$ cat src/rtl/gb_cpu_common_pkg.sv
// Shared types for the Game Boy CPU core: control words, schedules, flags and
// the sequencer state encoding.
package gb_cpu_common_pkg;

    localparam int SCHED_DEPTH = 6;

    typedef enum logic [2:0] {
        R16_NONE, R16_PC, R16_SP, R16_BC, R16_DE, R16_HL, R16_WZ
    } r16_sel_t;

    typedef enum logic [1:0] {
        BUS_NONE, BUS_READ, BUS_WRITE
    } bus_op_t;

    typedef enum logic [3:0] {
        R8_NONE, R8_IR, R8_A, R8_F, R8_B, R8_C, R8_D, R8_E,
        R8_H, R8_L, R8_W, R8_Z, R8_SPH, R8_SPL, R8_PCH, R8_PCL
    } r8_sel_t;

    typedef enum logic [1:0] {
        IDU_NONE, IDU_INC, IDU_DEC
    } idu_op_t;

    typedef enum logic [3:0] {
        ALU_NOP, ALU_ADD, ALU_ADC, ALU_SUB, ALU_SBC, ALU_AND, ALU_XOR, ALU_OR,
        ALU_CP, ALU_INC, ALU_DEC, ALU_RLC, ALU_RRC, ALU_BIT, ALU_RES, ALU_SET
    } alu_op_t;

    typedef enum logic [1:0] {
        CC_NZ, CC_Z, CC_NC, CC_C
    } condition_code_t;

    typedef struct packed {
        logic z;
        logic n;
        logic h;
        logic c;
    } alu_flags_t;

    typedef struct packed {
        r16_sel_t addr_sel;
        bus_op_t  bus_op;
        r8_sel_t  recv_sel;
        idu_op_t  idu_op;
        r16_sel_t idu_src;
        r16_sel_t idu_dst;
        alu_op_t  alu_op;
        logic     cc_check;
    } control_signals_t;

    typedef struct packed {
        logic [2:0]                         m_cycles;
        condition_code_t                    condition;
        logic                               cb_prefix_next;
        logic                               bit_cmd;
        control_signals_t [SCHED_DEPTH-1:0] instruction_controls;
    } schedule_t;

    typedef enum logic [1:0] {
        SEQ_BOOT, SEQ_LOAD, SEQ_EXEC
    } seq_state_t;

    localparam control_signals_t CTRL_NOP = '0;

    // Opcode fetch: read [PC] into IR while the IDU post-increments PC.
    localparam control_signals_t FETCH_CTRL = '{
        addr_sel: R16_PC,
        bus_op:   BUS_READ,
        recv_sel: R8_IR,
        idu_op:   IDU_INC,
        idu_src:  R16_PC,
        idu_dst:  R16_PC,
        alu_op:   ALU_NOP,
        cc_check: 1'b0
    };

    function automatic logic cond_pass(input condition_code_t cc, input alu_flags_t f);
        case (cc)
            CC_NZ:   return !f.z;
            CC_Z:    return f.z;
            CC_NC:   return !f.c;
            default: return f.c;
        endcase
    endfunction

endpackage

$ cat src/rtl/gb_cpu_sequencer.sv
// M-cycle sequencer: latches the decoded schedule (or the interrupt dispatch
// schedule) at each instruction boundary and steps its control words per tick.
module gb_cpu_sequencer
    import gb_cpu_common_pkg::*;
#(
    parameter int MAX_STEPS = SCHED_DEPTH
) (
    input  logic             clk,
    input  logic             reset,
    input  logic             mcycle_tick_i,
    input  schedule_t        sched_i,
    input  schedule_t        isr_sched_i,
    input  logic             irq_req_i,
    input  alu_flags_t       flags_i,
    output control_signals_t ctrl_o,
    output logic [2:0]       step_o,
    output logic             bit_cmd_o,
    output logic             cb_mode_o,
    output logic             instr_done_o,
    output logic             irq_ack_o
);

    seq_state_t       state;
    seq_state_t       state_next;
    schedule_t        latched;
    schedule_t        load_sched;
    control_signals_t ctrl_next;
    logic [2:0]       step;
    logic [2:0]       step_next;
    logic [2:0]       step_inc;
    logic [2:0]       last_step;
    logic             take_irq;
    logic             fail;
    logic             last;
    logic             unused_bits;

    assign unused_bits = ^{flags_i.n, flags_i.h, latched.cb_prefix_next};

    // Interrupts never split a CB prefix from its opcode; schedules shorter
    // than one step or longer than the table are clamped to fit.
    always_comb begin
        take_irq   = irq_req_i && !cb_mode_o;
        load_sched = take_irq ? isr_sched_i : sched_i;
        step_inc   = step + 3'd1;

        if (latched.m_cycles == 3'd0)
            last_step = 3'd0;
        else if (int'(latched.m_cycles) > MAX_STEPS)
            last_step = 3'(MAX_STEPS - 1);
        else
            last_step = latched.m_cycles - 3'd1;

        fail = ctrl_o.cc_check && !cond_pass(latched.condition, flags_i);
        last = (step == last_step) || fail;

        state_next = state;
        step_next  = step;
        ctrl_next  = ctrl_o;

        case (state)
            SEQ_BOOT: begin
                if (mcycle_tick_i) begin
                    state_next = SEQ_LOAD;
                    ctrl_next  = CTRL_NOP;
                end
            end
            SEQ_LOAD: begin
                state_next = SEQ_EXEC;
                step_next  = 3'd0;
                ctrl_next  = load_sched.instruction_controls[0];
            end
            SEQ_EXEC: begin
                if (mcycle_tick_i) begin
                    if (last) begin
                        state_next = SEQ_LOAD;
                        ctrl_next  = CTRL_NOP;
                    end else begin
                        step_next = step_inc;
                        ctrl_next = latched.instruction_controls[step_inc];
                    end
                end
            end
            default: begin
                state_next = SEQ_BOOT;
                ctrl_next  = FETCH_CTRL;
            end
        endcase
    end

    // The control word is registered so the datapath sees it stable for the
    // whole M-cycle.
    always_ff @(posedge clk) begin
        if (reset) begin
            state        <= SEQ_BOOT;
            step         <= 3'd0;
            latched      <= '0;
            ctrl_o       <= FETCH_CTRL;
            cb_mode_o    <= 1'b0;
            instr_done_o <= 1'b0;
            irq_ack_o    <= 1'b0;
        end else begin
            state        <= state_next;
            step         <= step_next;
            ctrl_o       <= ctrl_next;
            instr_done_o <= (state == SEQ_EXEC) && mcycle_tick_i && last;
            irq_ack_o    <= (state == SEQ_LOAD) && take_irq;
            if (state == SEQ_LOAD) begin
                latched <= load_sched;
                if (!take_irq)
                    cb_mode_o <= sched_i.cb_prefix_next;
            end
        end
    end

    assign step_o    = step;
    assign bit_cmd_o = latched.bit_cmd;

endmodule

$ cat config.mk
export PLATFORM = sky130hd
export DESIGN_NAME = gb_cpu_sequencer
export DESIGN_NICKNAME = d
export VERILOG_FILES = /design/src/rtl/gb_cpu_common_pkg.sv /design/src/rtl/gb_cpu_sequencer.sv
export SDC_FILE = /design/constraint.sdc
export NUM_CORES = 1
export LEC_CHECK = 0
export CAP_MARGIN = 20
export CORE_UTILIZATION = 48
export CTS_CLUSTER_DIAMETER = 50
export DETAILED_ROUTE_END_ITERATION = 8
export HOLD_SLACK_MARGIN = 0.03
export MAX_ROUTING_LAYER = met4
export PLACE_DENSITY = 0.86
export SETUP_SLACK_MARGIN = 0.05
export SLEW_MARGIN = 20
export SYNTH_ARGS = -nofsm -noshare
export SYNTH_HDL_FRONTEND = slang
export SYNTH_SLANG_ARGS = --single-unit
$ cat constraint.sdc
create_clock -name clk -period 2.85 [get_ports clk]
set_input_delay 0.7125 -clock clk [delete_from_list [all_inputs] [get_ports clk]]
set_output_delay 0.7125 -clock clk [all_outputs]
set_load 0.02 [all_outputs]
==> flow_metrics.env, run 1 <==
export IMPL_finClkSkew_ns=0.0108
export IMPL_critPathTopFamily="buffers and inverters"
export IMPL_async_flop_share_pct=0
export IMPL_critPathSlowestCell="clkdlybuf4s50_1"
export IMPL_yosysSeqAreaShare_pct=39.8
export IMPL_synth_seq_cells=168
export IMPL_crit_buf_inv=2
export IMPL_fin_nets=1483
export IMPL_routabilityCongestion=0.914
export IMPL_place_ws_ns=0.195
export IMPL_antenna_found_initial=0
export IMPL_dp_hpwl_mm=18.9
export IMPL_peakVddDrop_v=0.000455
export IMPL_maxSlewViolCount=0
export IMPL_drc=0
export IMPL_fin_area_um2=12400
export IMPL_die_area_um2=18100
export IMPL_layout_cells_non_filler=1430
export IMPL_yosysUniqueCellTypes=45
export IMPL_worstMarginPinSlew_ns=0.714
export IMPL_hp_class="flip-flop to flip-flop"
export IMPL_vias=7983
export IMPL_p_total_mw=6.62
export IMPL_clock_sinks=168
export IMPL_power_density_nw_per_um2=534
export IMPL_antenna_left=0
export IMPL_port_buffers=311
export IMPL_grt_pass1_vias=7507
export IMPL_finalHoldViolCount=0
export IMPL_fp_row_count=48
export IMPL_grt_usage_pct=29.2
export IMPL_synthesis_nets=1223
export IMPL_grt_overflow=0
export IMPL_routed_wl_mm=25.7
export IMPL_drt_iter0_drc=636
export IMPL_yosysWarnings=0
export IMPL_start_kind="flip-flop"
export IMPL_critPathRequiredTime_ns=2.14
export IMPL_cp_cell_sequence="buf_6 > clkdlybuf4s50_1"
export IMPL_path_class="flip-flop to primary output"
export IMPL_cts_setup_buffers=0
export IMPL_diodes=0
export IMPL_worstPathMaxFanout=48
export IMPL_synthCells=933
export IMPL_first_pass_iters=5
export IMPL_dieWidth_um=135
export IMPL_grtUsageMet3_pct=4.95
export IMPL_netlist_area_um2=8450
export IMPL_drv_cap=0
export IMPL_synth_avg_cell_area_um2=9.05
export IMPL_placedCellCount=1399
export IMPL_met2_usage_pct=47.2
export IMPL_numCtsBuffers=17
export IMPL_syn_to_final_growth_pct=46.8
export IMPL_p_leak_nw=4.80
export IMPL_grt_max_degree=130
export IMPL_setup_ws_ns=0.256
export IMPL_clockRootBuffer="clkbuf_16"
export IMPL_start_util_pct=49.0
export IMPL_maxSlewHeadroom_pct=52.4
export IMPL_cp_arrival_ns=1.88
export IMPL_viasPerCell=5.58
export IMPL_top_usage_layer="met2"
export IMPL_grt_pass1_wl_mm=39.5
export IMPL_clock_latency_ns=0.43
export IMPL_clock_path_buffers=2
export IMPL_grt_util_met1_pct=37.2
export IMPL_drive_gt1_share_pct=6.64
export IMPL_synth_enable_flop_cells=0
export IMPL_fin_crit_ns=2.59
export IMPL_fin_tns_setup_ns=0
export IMPL_rsz0062_at_grt="no"
export IMPL_pin_count=315
export IMPL_die_h_um=135
export IMPL_wire_per_inst_um=18.0
export IMPL_max_freq_mhz=386
export IMPL_status="finished clean"
export IMPL_setup_viol=0
export IMPL_max_stage_delay_ns=0.70
export IMPL_core_um2=17200
export IMPL_fin_hold_ws_ns=0.492
export IMPL_period_share_pct=91.0
export IMPL_clkTransAtPathRegs_ns=0.06
export IMPL_end_kind="primary output"
export IMPL_synthFlopType="dfxtp_1"
export IMPL_htreeDepth=4
export IMPL_placed_area_um2=11700
export IMPL_cts_tree="done"
export IMPL_finish_utilization_pct=71.9
metal layers:
layer,vias to the layer above,part of all wire (%)
met5,-,0
met4,0,2.3
met3,34,7.1
met2,317,49
met1,3709,42
li1,3923,-
Yosys cell counts (2+ instances only):
cell,count,area [µm²]
a211oi_1,118,886
a21oi_1,61,305
a31o_1,2,17.5
buf_1,3,11.3
buf_2,24,120
buf_6,2,22.5
clkbuf_1,60,225
dfxtp_1,168,3360
ha_1,4,50.1
inv_1,5,18.8
mux2_2,4,45.0
mux2i_1,171,1710
mux4_2,6,135
nand2_1,37,139
nand2b_1,2,12.5
nor2_1,162,608
nor2b_1,6,37.5
nor3_1,11,55.1
o211ai_1,20,150
o21ai_0,17,85.1
o21ai_1,5,25.0
o221ai_1,2,17.5
o22ai_1,7,43.8
o22ai_2,10,125
o31ai_1,4,30.0
xnor2_1,3,26.3
final cells by class:
class / instances / area, µm²
clock buffer: 20 / 467
clock inverter: 11 / 195
multi-input combinational: 671 / 4710
timing repair buffer: 330 / 3360
inverter: 5 / 18.8
fill: 1314 / 4840
sequential: 168 / 3360
tap: 225 / 282
path summary, 6_finish.rpt:
path	startpoint	to	slack (ns)	cells after the start
worst max-delay path	step_o[0]	step_o[0]	0.26	2
worst max register to register	step_o[1]	ctrl_o[16]	0.34	7
worst min-delay path	latched[6]	latched[6]	0.49	2
worst min register to register	latched[6]	latched[6]	0.49	2
cell usage in the layout (no fill, tap or decap), types with 11 or more instances in the layout:
| cell type | synthesis | final |
|---|---|---|
| clkdlybuf4s50_1 | 0 | 310 |
| a211oi_1 | 118 | 118 |
| a21oi_1 | 61 | 61 |
| o21ai_0 | 17 | 17 |
| nand2_1 | 37 | 37 |
| mux2i_1 | 171 | 171 |
| nor2_1 | 162 | 162 |
| clkbuf_16 | 0 | 17 |
| dfxtp_1 | 168 | 167 |
| o211ai_1 | 20 | 20 |
| nor3_1 | 11 | 11 |
registers in the layout, summed over array words and instances, names as in the netlist:
signal        cells
irq_ack_o         1
cb_mode_o         1
ctrl_o           22
bit_cmd_o         1
latched         137
step_o            3
instr_done_o      1
state             2
repair_timing:
item | CTS | global route
hold endpoints to repair | 0 | 0
endpoints found under the setup margin | 0 | 1
hold buffers | 0 | 0
gates resized for setup | 0 | 1
report_power, final:
| part | total [mW] | internal (mW) | switching, mW |
|---|---|---|---|
| sequential | 2.65 | 2.54 | 0.116 |
| clock | 2.57 | 1.62 | 0.945 |
| combinational | 1.40 | 0.749 | 0.653 |
worst register-to-register path, delay by kind of cell (launching register included):
family,cells,cell delay [ns]
xor gates and xnor gates,1,0.60
and+or+nand+nor,1,0.16
muxes,1,0.43
AOI/OAI and AO/OA,2,0.23
DFF,1,0.35
buffers and inverters,1,0.33
adders and majority gates,1,0.28
cells by family (layout without fill, tap and decap cells):
group           count (synthesis)  count (layout)  share of synthesized area [%]
compound gates                254             254                           20.9
simple gates                  227             227                           11.0
mux                           181             181                           22.4
flops                         168             168                           39.8
buf+inv                        94             366                           4.71
xor+xnor                        5               5                          0.607
fa+ha+maj                       4               4                          0.593
(Power assumes the default switching activity.)
==> run 2, diff against run 1 <==
--- a/config.mk
+++ b/config.mk
@@ -6,6 +6,7 @@
 export NUM_CORES = 1
 export LEC_CHECK = 0
 export CAP_MARGIN = 20
+export CORE_ASPECT_RATIO = 0.8
 export CORE_UTILIZATION = 48
 export CTS_CLUSTER_DIAMETER = 50
 export DETAILED_ROUTE_END_ITERATION = 8
==> run 2 against run 1 <==
Net effect:
- sequential cell count is the same
- critical path type unchanged
- non-clock buffer count is 4 lower
- clock power down 17%
- clock skew increased by 0.0045 ns
- clock-buffer cell count decreased by 1
- hold slack gained 0.00055 ns
- combinational power about the same
- sequential share of layout area up 0.35 points
- cell count down 0.56%
- sequential power about the same
- critical endpoint unchanged
- largest power group unchanged
- global-route usage rose by 1.1 points
- setup slack better by 0.26 ns
==> flow_metrics.env, run 2 (same netlist as run 1, synthesis figures left out) <==
export IMPL_cts_resized=0
export IMPL_mostFrequentLayoutCell="clkdlybuf4s50_1"
export IMPL_placedCellCount=1390
export IMPL_grt_pass1_wl_mm=40.2
export IMPL_pin_count=315
export IMPL_regArea_um2=3360
export IMPL_syn_to_final_growth_pct=44.9
export IMPL_routed_wl_mm=26.5
export IMPL_start_util_pct=50.1
export IMPL_maxSlewViolCount=0
export IMPL_cp_arrival_ns=1.63
export IMPL_hold_buffers=0
export IMPL_top_register="latched"
export IMPL_port_buffers=311
export IMPL_drv_cap=0
export IMPL_die_area_um2=18100
export IMPL_max_stage_delay_ns=0.68
export IMPL_peakVddDrop_v=0.000355
export IMPL_dieWidth_um=150
export IMPL_clkTransAtPathRegs_ns=0.07
export IMPL_grt_usage_pct=30.3
export IMPL_fin_nets=1479
export IMPL_clock_latency_ns=0.43
export IMPL_status="finished clean"
export IMPL_critPathTopFamily="buffers and inverters"
export IMPL_vias=7917
export IMPL_die_h_um=121
export IMPL_antenna_found_initial=0
export IMPL_multi_input_comb_area_um2=4710
export IMPL_core_um2=16900
export IMPL_path_class="flip-flop to primary output"
export IMPL_grt_pass1_vias=7497
export IMPL_drc=0
export IMPL_hp_class="flip-flop to flip-flop"
export IMPL_dp_hpwl_mm=19.9
export IMPL_worstPathMaxFanout=11
export IMPL_wire_per_inst_um=18.6
export IMPL_fin_area_um2=12200
export IMPL_setup_ws_ns=0.512
export IMPL_rsz0062_at_grt="no"
export IMPL_finClkSkew_ns=0.0153
export IMPL_clock_sinks=168
export IMPL_grt_max_degree=121
export IMPL_power_density_nw_per_um2=506
export IMPL_cts_setup_buffers=0
export IMPL_layout_cells_non_filler=1422
export IMPL_drt_iter0_drc=526
export IMPL_finalHoldViolCount=0
export IMPL_clock_path_buffers=2
export IMPL_fin_crit_ns=2.34
export IMPL_fp_row_count=42
export IMPL_start_kind="flip-flop"
export IMPL_drive_gt1_share_pct=6.32
export IMPL_p_leak_nw=4.71
export IMPL_fin_tns_setup_ns=0
export IMPL_grt_overflow=0
export IMPL_setup_viol=0
export IMPL_critPathSlowestCell="clkdlybuf4s50_1"
export IMPL_hold_start="latched[20]"
export IMPL_placed_area_um2=11700
export IMPL_largest_reg_flops=137
export IMPL_startpoint="step_o[0]"
export IMPL_first_pass_iters=5
export IMPL_most_common_layout_cells="clkdlybuf4s50_1, mux2i_1, dfxtp_1"
export IMPL_max_freq_mhz=428
export IMPL_maxSlewHeadroom_pct=53.6
export IMPL_critPathRequiredTime_ns=2.14
export IMPL_period_share_pct=82.0
export IMPL_end_kind="primary output"
export IMPL_r2r_start="step_o[0]"
export IMPL_clockRootBuffer="clkbuf_16"
export IMPL_fin_hold_ws_ns=0.493
export IMPL_fillers=1284
export IMPL_antenna_left=0
export IMPL_cts_tree="done"
export IMPL_diodes=0
export IMPL_routabilityCongestion=0.881
export IMPL_numCtsBuffers=17
export IMPL_worstMarginPinSlew_ns=0.696
export IMPL_cp_cell_sequence="clkdlybuf4s50_1"
export IMPL_place_ws_ns=0.223
export IMPL_htreeDepth=4
export IMPL_viasPerCell=5.57
export IMPL_crit_buf_inv=1
## run 2: path summary, 6_finish.rpt
kind	endpoint	slack, ns	depth (start not counted)
setup / recovery	step_o[0]	0.51	1
setup reg to reg	ctrl_o[3]	0.51	7
hold / removal	latched[20]	0.49	2
hold reg to reg	latched[20]	0.49	2
## run 2: routing by layer
metal / track usage, % / vias up / wire (µm)
li1: - / 3924 / -
met1: 40.5 / 3626 / 11600
met2: 45.4 / 347 / 12100
met3: 8.75 / 20 / 2620
met4: 6.31 / 0 / 240
met5: - / - / 0
## run 2: metrics by stage
stage	utilization [%]	power [mW]
floorplan	-	3.41
global placement	69.4	4.05
detailed placement	69.4	4.09
CTS	72.6	6.22
global route	72.6	6.47
finish	72.6	6.19
## run 2: layout make-up
type / instances / area share (%)
clock buffers: 19 / 3.54
clock inverters: 13 / 0.899
inverters: 5 / 0.153
multi-input cells: 671 / 38.5
flip-flops and latches: 168 / 27.5
well taps: 220 / 2.25
repair buffers: 326 / 27.2
## run 2: where the power goes
part | total (mW) | leakage (nW) | internal [mW] | switching [mW]
Clock | 2.14 | 0.256 | 1.14 | 1.01
Combinational | 1.38 | 3.07 | 0.744 | 0.639
Sequential | 2.67 | 1.38 | 2.54 | 0.128
Total | 6.19 | 4.71 | 4.42 | 1.77
==> run 3, diff against run 2 <==
--- a/config.mk
+++ b/config.mk
@@ -7,12 +7,12 @@
 export LEC_CHECK = 0
 export CAP_MARGIN = 20
 export CORE_ASPECT_RATIO = 0.8
-export CORE_UTILIZATION = 48
+export CORE_UTILIZATION = 41
 export CTS_CLUSTER_DIAMETER = 50
 export DETAILED_ROUTE_END_ITERATION = 8
 export HOLD_SLACK_MARGIN = 0.03
 export MAX_ROUTING_LAYER = met4
-export PLACE_DENSITY = 0.86
+export PLACE_DENSITY = 0.78
 export SETUP_SLACK_MARGIN = 0.05
 export SLEW_MARGIN = 20
 export SYNTH_ARGS = -nofsm -noshare
==> constraint.sdc (replaced) <==
create_clock -name clk -period 2 [get_ports clk]
set_input_delay 0.5 -clock clk [delete_from_list [all_inputs] [get_ports clk]]
set_output_delay 0.5 -clock clk [all_outputs]
set_load 0.02 [all_outputs]
==> run 3 against run 2 <==
Net effect:
- sequential share of layout area decreased by 1.5 points
- critical path depth increased by 8
- first-iteration DRC count increased by 22%
- die area increased by 17%
- via count increased by 2.3%
- power increased by 49%
- combinational power increased by 59%
- clock-buffer cell count decreased by 2
- hold slack got worse by 0.11 ns
- the flow now finishes with violations (setup timing)
- sequential cell count unchanged
- global-route usage decreased by 3.6 points
==> flow_metrics.env, run 3 (same netlist as run 1, synthesis figures left out) <==
export IMPL_status="finished with violations"
export IMPL_violations="setup timing"
export IMPL_max_freq_mhz=492
export IMPL_clockRootBuffer="clkbuf_16"
export IMPL_fin_tns_setup_ns=-0.362
export IMPL_max_stage_delay_ns=0.34
export IMPL_routed_wl_mm=28.1
export IMPL_drv_cap=0
export IMPL_dieWidth_um=162
export IMPL_setup_viol=17
export IMPL_peakVddDrop_v=0.000393
export IMPL_top_register="latched"
export IMPL_first_pass_iters=5
export IMPL_switching_share_pct=29.7
export IMPL_start_kind="flip-flop"
export IMPL_reg2regPathDepth=9
export IMPL_hold_buffers=0
export IMPL_hold_start="reset"
export IMPL_power_density_nw_per_um2=711
export IMPL_critPathTopFamily="compound AO/OA/AOI/OAI gates"
export IMPL_critPathRequiredTime_ns=2.36
export IMPL_p_clk_share_pct=35.0
export IMPL_fin_crit_ns=2.03
export IMPL_port_buffers=311
export IMPL_maxSlewViolCount=0
export IMPL_wire_per_inst_um=18.5
export IMPL_vias=8103
export IMPL_drive_gt1_share_pct=11.8
export IMPL_hold_path_depth=2
export IMPL_grt_usage_pct=26.7
export IMPL_setup_ws_ns=-0.0343
export IMPL_power_net_switching_mw=2.74
export IMPL_clock_path_buffers=2
export IMPL_drc=0
export IMPL_finish_utilization_pct=64.7
export IMPL_cp_cell_sequence="inv_4 > ha_4 > and2b_4 > a211oi_4 > xnor2_2 > a32oi_2 > nand4_4 > clkbuf_16 > o22ai_2"
export IMPL_finalHoldViolCount=0
export IMPL_numCtsBuffers=17
export IMPL_clock_sinks=168
export IMPL_intPower_mw=6.48
export IMPL_p_seq_share_pct=41.1
export IMPL_crit_cells=9
export IMPL_clkTransAtPathRegs_ns=0.07
export IMPL_largest_reg_flops=137
export IMPL_viasPerCell=5.34
export IMPL_worstPathMaxFanout=8
export IMPL_grt_pass1_vias=7572
export IMPL_drt_iter0_drc=644
export IMPL_most_common_layout_cells="clkdlybuf4s50_1, mux2i_1, dfxtp_1"
export IMPL_core_um2=20000
export IMPL_critPathSlowestCell="dfxtp_2"
export IMPL_startpoint="latched[136]"
export IMPL_path_class="flip-flop to flip-flop"
export IMPL_antenna_found_initial=1
export IMPL_period_share_pct=102
export IMPL_start_util_pct=42.2
export IMPL_clock_latency_ns=0.43
export IMPL_maxSlewHeadroom_pct=64.8
export IMPL_fillers=1681
export IMPL_grt_pass1_wl_mm=41.4
export IMPL_cp_arrival_ns=2.39
export IMPL_crit_buf_inv=2
export IMPL_dp_hpwl_mm=21.2
export IMPL_finClkSkew_ns=0.0118
export IMPL_die_h_um=130
export IMPL_worstMarginPinSlew_ns=0.528
export IMPL_grt_max_degree=89
export IMPL_regArea_um2=3370
export IMPL_antenna_left=0
export IMPL_end_kind="flip-flop"
export IMPL_r2r_start="latched[136]"
export IMPL_mostFrequentLayoutCell="clkdlybuf4s50_1"
export IMPL_grt_overflow=0
export IMPL_syn_to_final_growth_pct=53.5
export IMPL_fp_row_count=46
export IMPL_pin_count=315
export IMPL_rsz0062_at_grt="yes"
export IMPL_p_leak_nw=5.16
export IMPL_cts_tree="done"
export IMPL_pwr_share_comb_pct=23.9
export IMPL_multi_input_comb_area_um2=4830
export IMPL_fin_nets=1530
export IMPL_routabilityCongestion=0.896
export IMPL_htreeDepth=4
export IMPL_die_area_um2=21200
export IMPL_hp_class="primary input to flip-flop"
-- run 3: cell count changes in the layout (fill, tap and decap cells not counted), sizes merged, moves of 2 or more --
cell           change
inv                +2
dlymetal6s2s       +7
dlygate4sd2        +8
clkdlybuf4s50     -15
buf               +50
-- run 3: what timing repair did --
action / in CTS / in global routing
hold endpoints to repair: 0 / 0
setup endpoints to repair: 28 / 33
gates resized for setup: 21 / 27
pin swaps: 3 / 6
cloned: 1 / 0
buffers inserted: 3 / 3
-- run 3: power by group through the flow --
stage | registers, mW | clock network (mW) | logic [mW]
after floorplan | 3.83 | 0 | 1.03
after global placement | 3.84 | 0 | 2.07
after detailed placement | 3.85 | 0 | 2.11
after CTS | 3.78 | 3.27 | 2.14
after global routing | 3.81 | 3.42 | 2.38
final | 3.79 | 3.23 | 2.20
-- run 3: worst register-to-register path, stage by stage, from the launching register on --
cell and delay, ns:
dfxtp_2 0.34, inv_4 0.09, ha_4 0.12, and2b_4 0.20, a211oi_4 0.27, xnor2_2 0.12
a32oi_2 0.33, nand4_4 0.19, clkbuf_16 0.22, o22ai_2 0.08
-- run 3: routing by layer --
layer / part of all wire, % / track usage, %
met1: 44 / 35.1
met2: 45 / 40.4
met3: 9.1 / 6.76
met4: 1.5 / 7.88
met5: 0 / -
-- run 3: final timing paths --
check	to	slack [ns]
min	latched[9]	0.38
max reg2reg	ctrl_o[2]	-0.03
max	ctrl_o[2]	-0.03
min reg2reg	latched[1]	0.49
-- run 3: layout make-up --
cell class	instances	share of cell area, %
Tap cell	264	2.55
Antenna cell	1	0.0193
Sequential cell	168	26.0
Inverter	5	0.183
Timing Repair Buffer	377	29.5
Clock inverter	15	1.18
Clock buffer	17	3.28
Multi-Input combinational cell	671	37.3
-- run 3: stage by stage --
step                hold slack, ns  instance area, µm²  cells  total power, mW  setup WS [ns]
floorplan                    0.457                8450    933             4.87         0.0955
global placement             0.466               12200   1478             5.91         -0.313
detailed placement           0.475               12200   1478             5.96         -0.336
CTS                          0.359               12800   1514             9.20         0.0185
global route                 0.372               13000   1518             9.61         -0.145
finish                       0.384               13000   1518             9.22        -0.0343
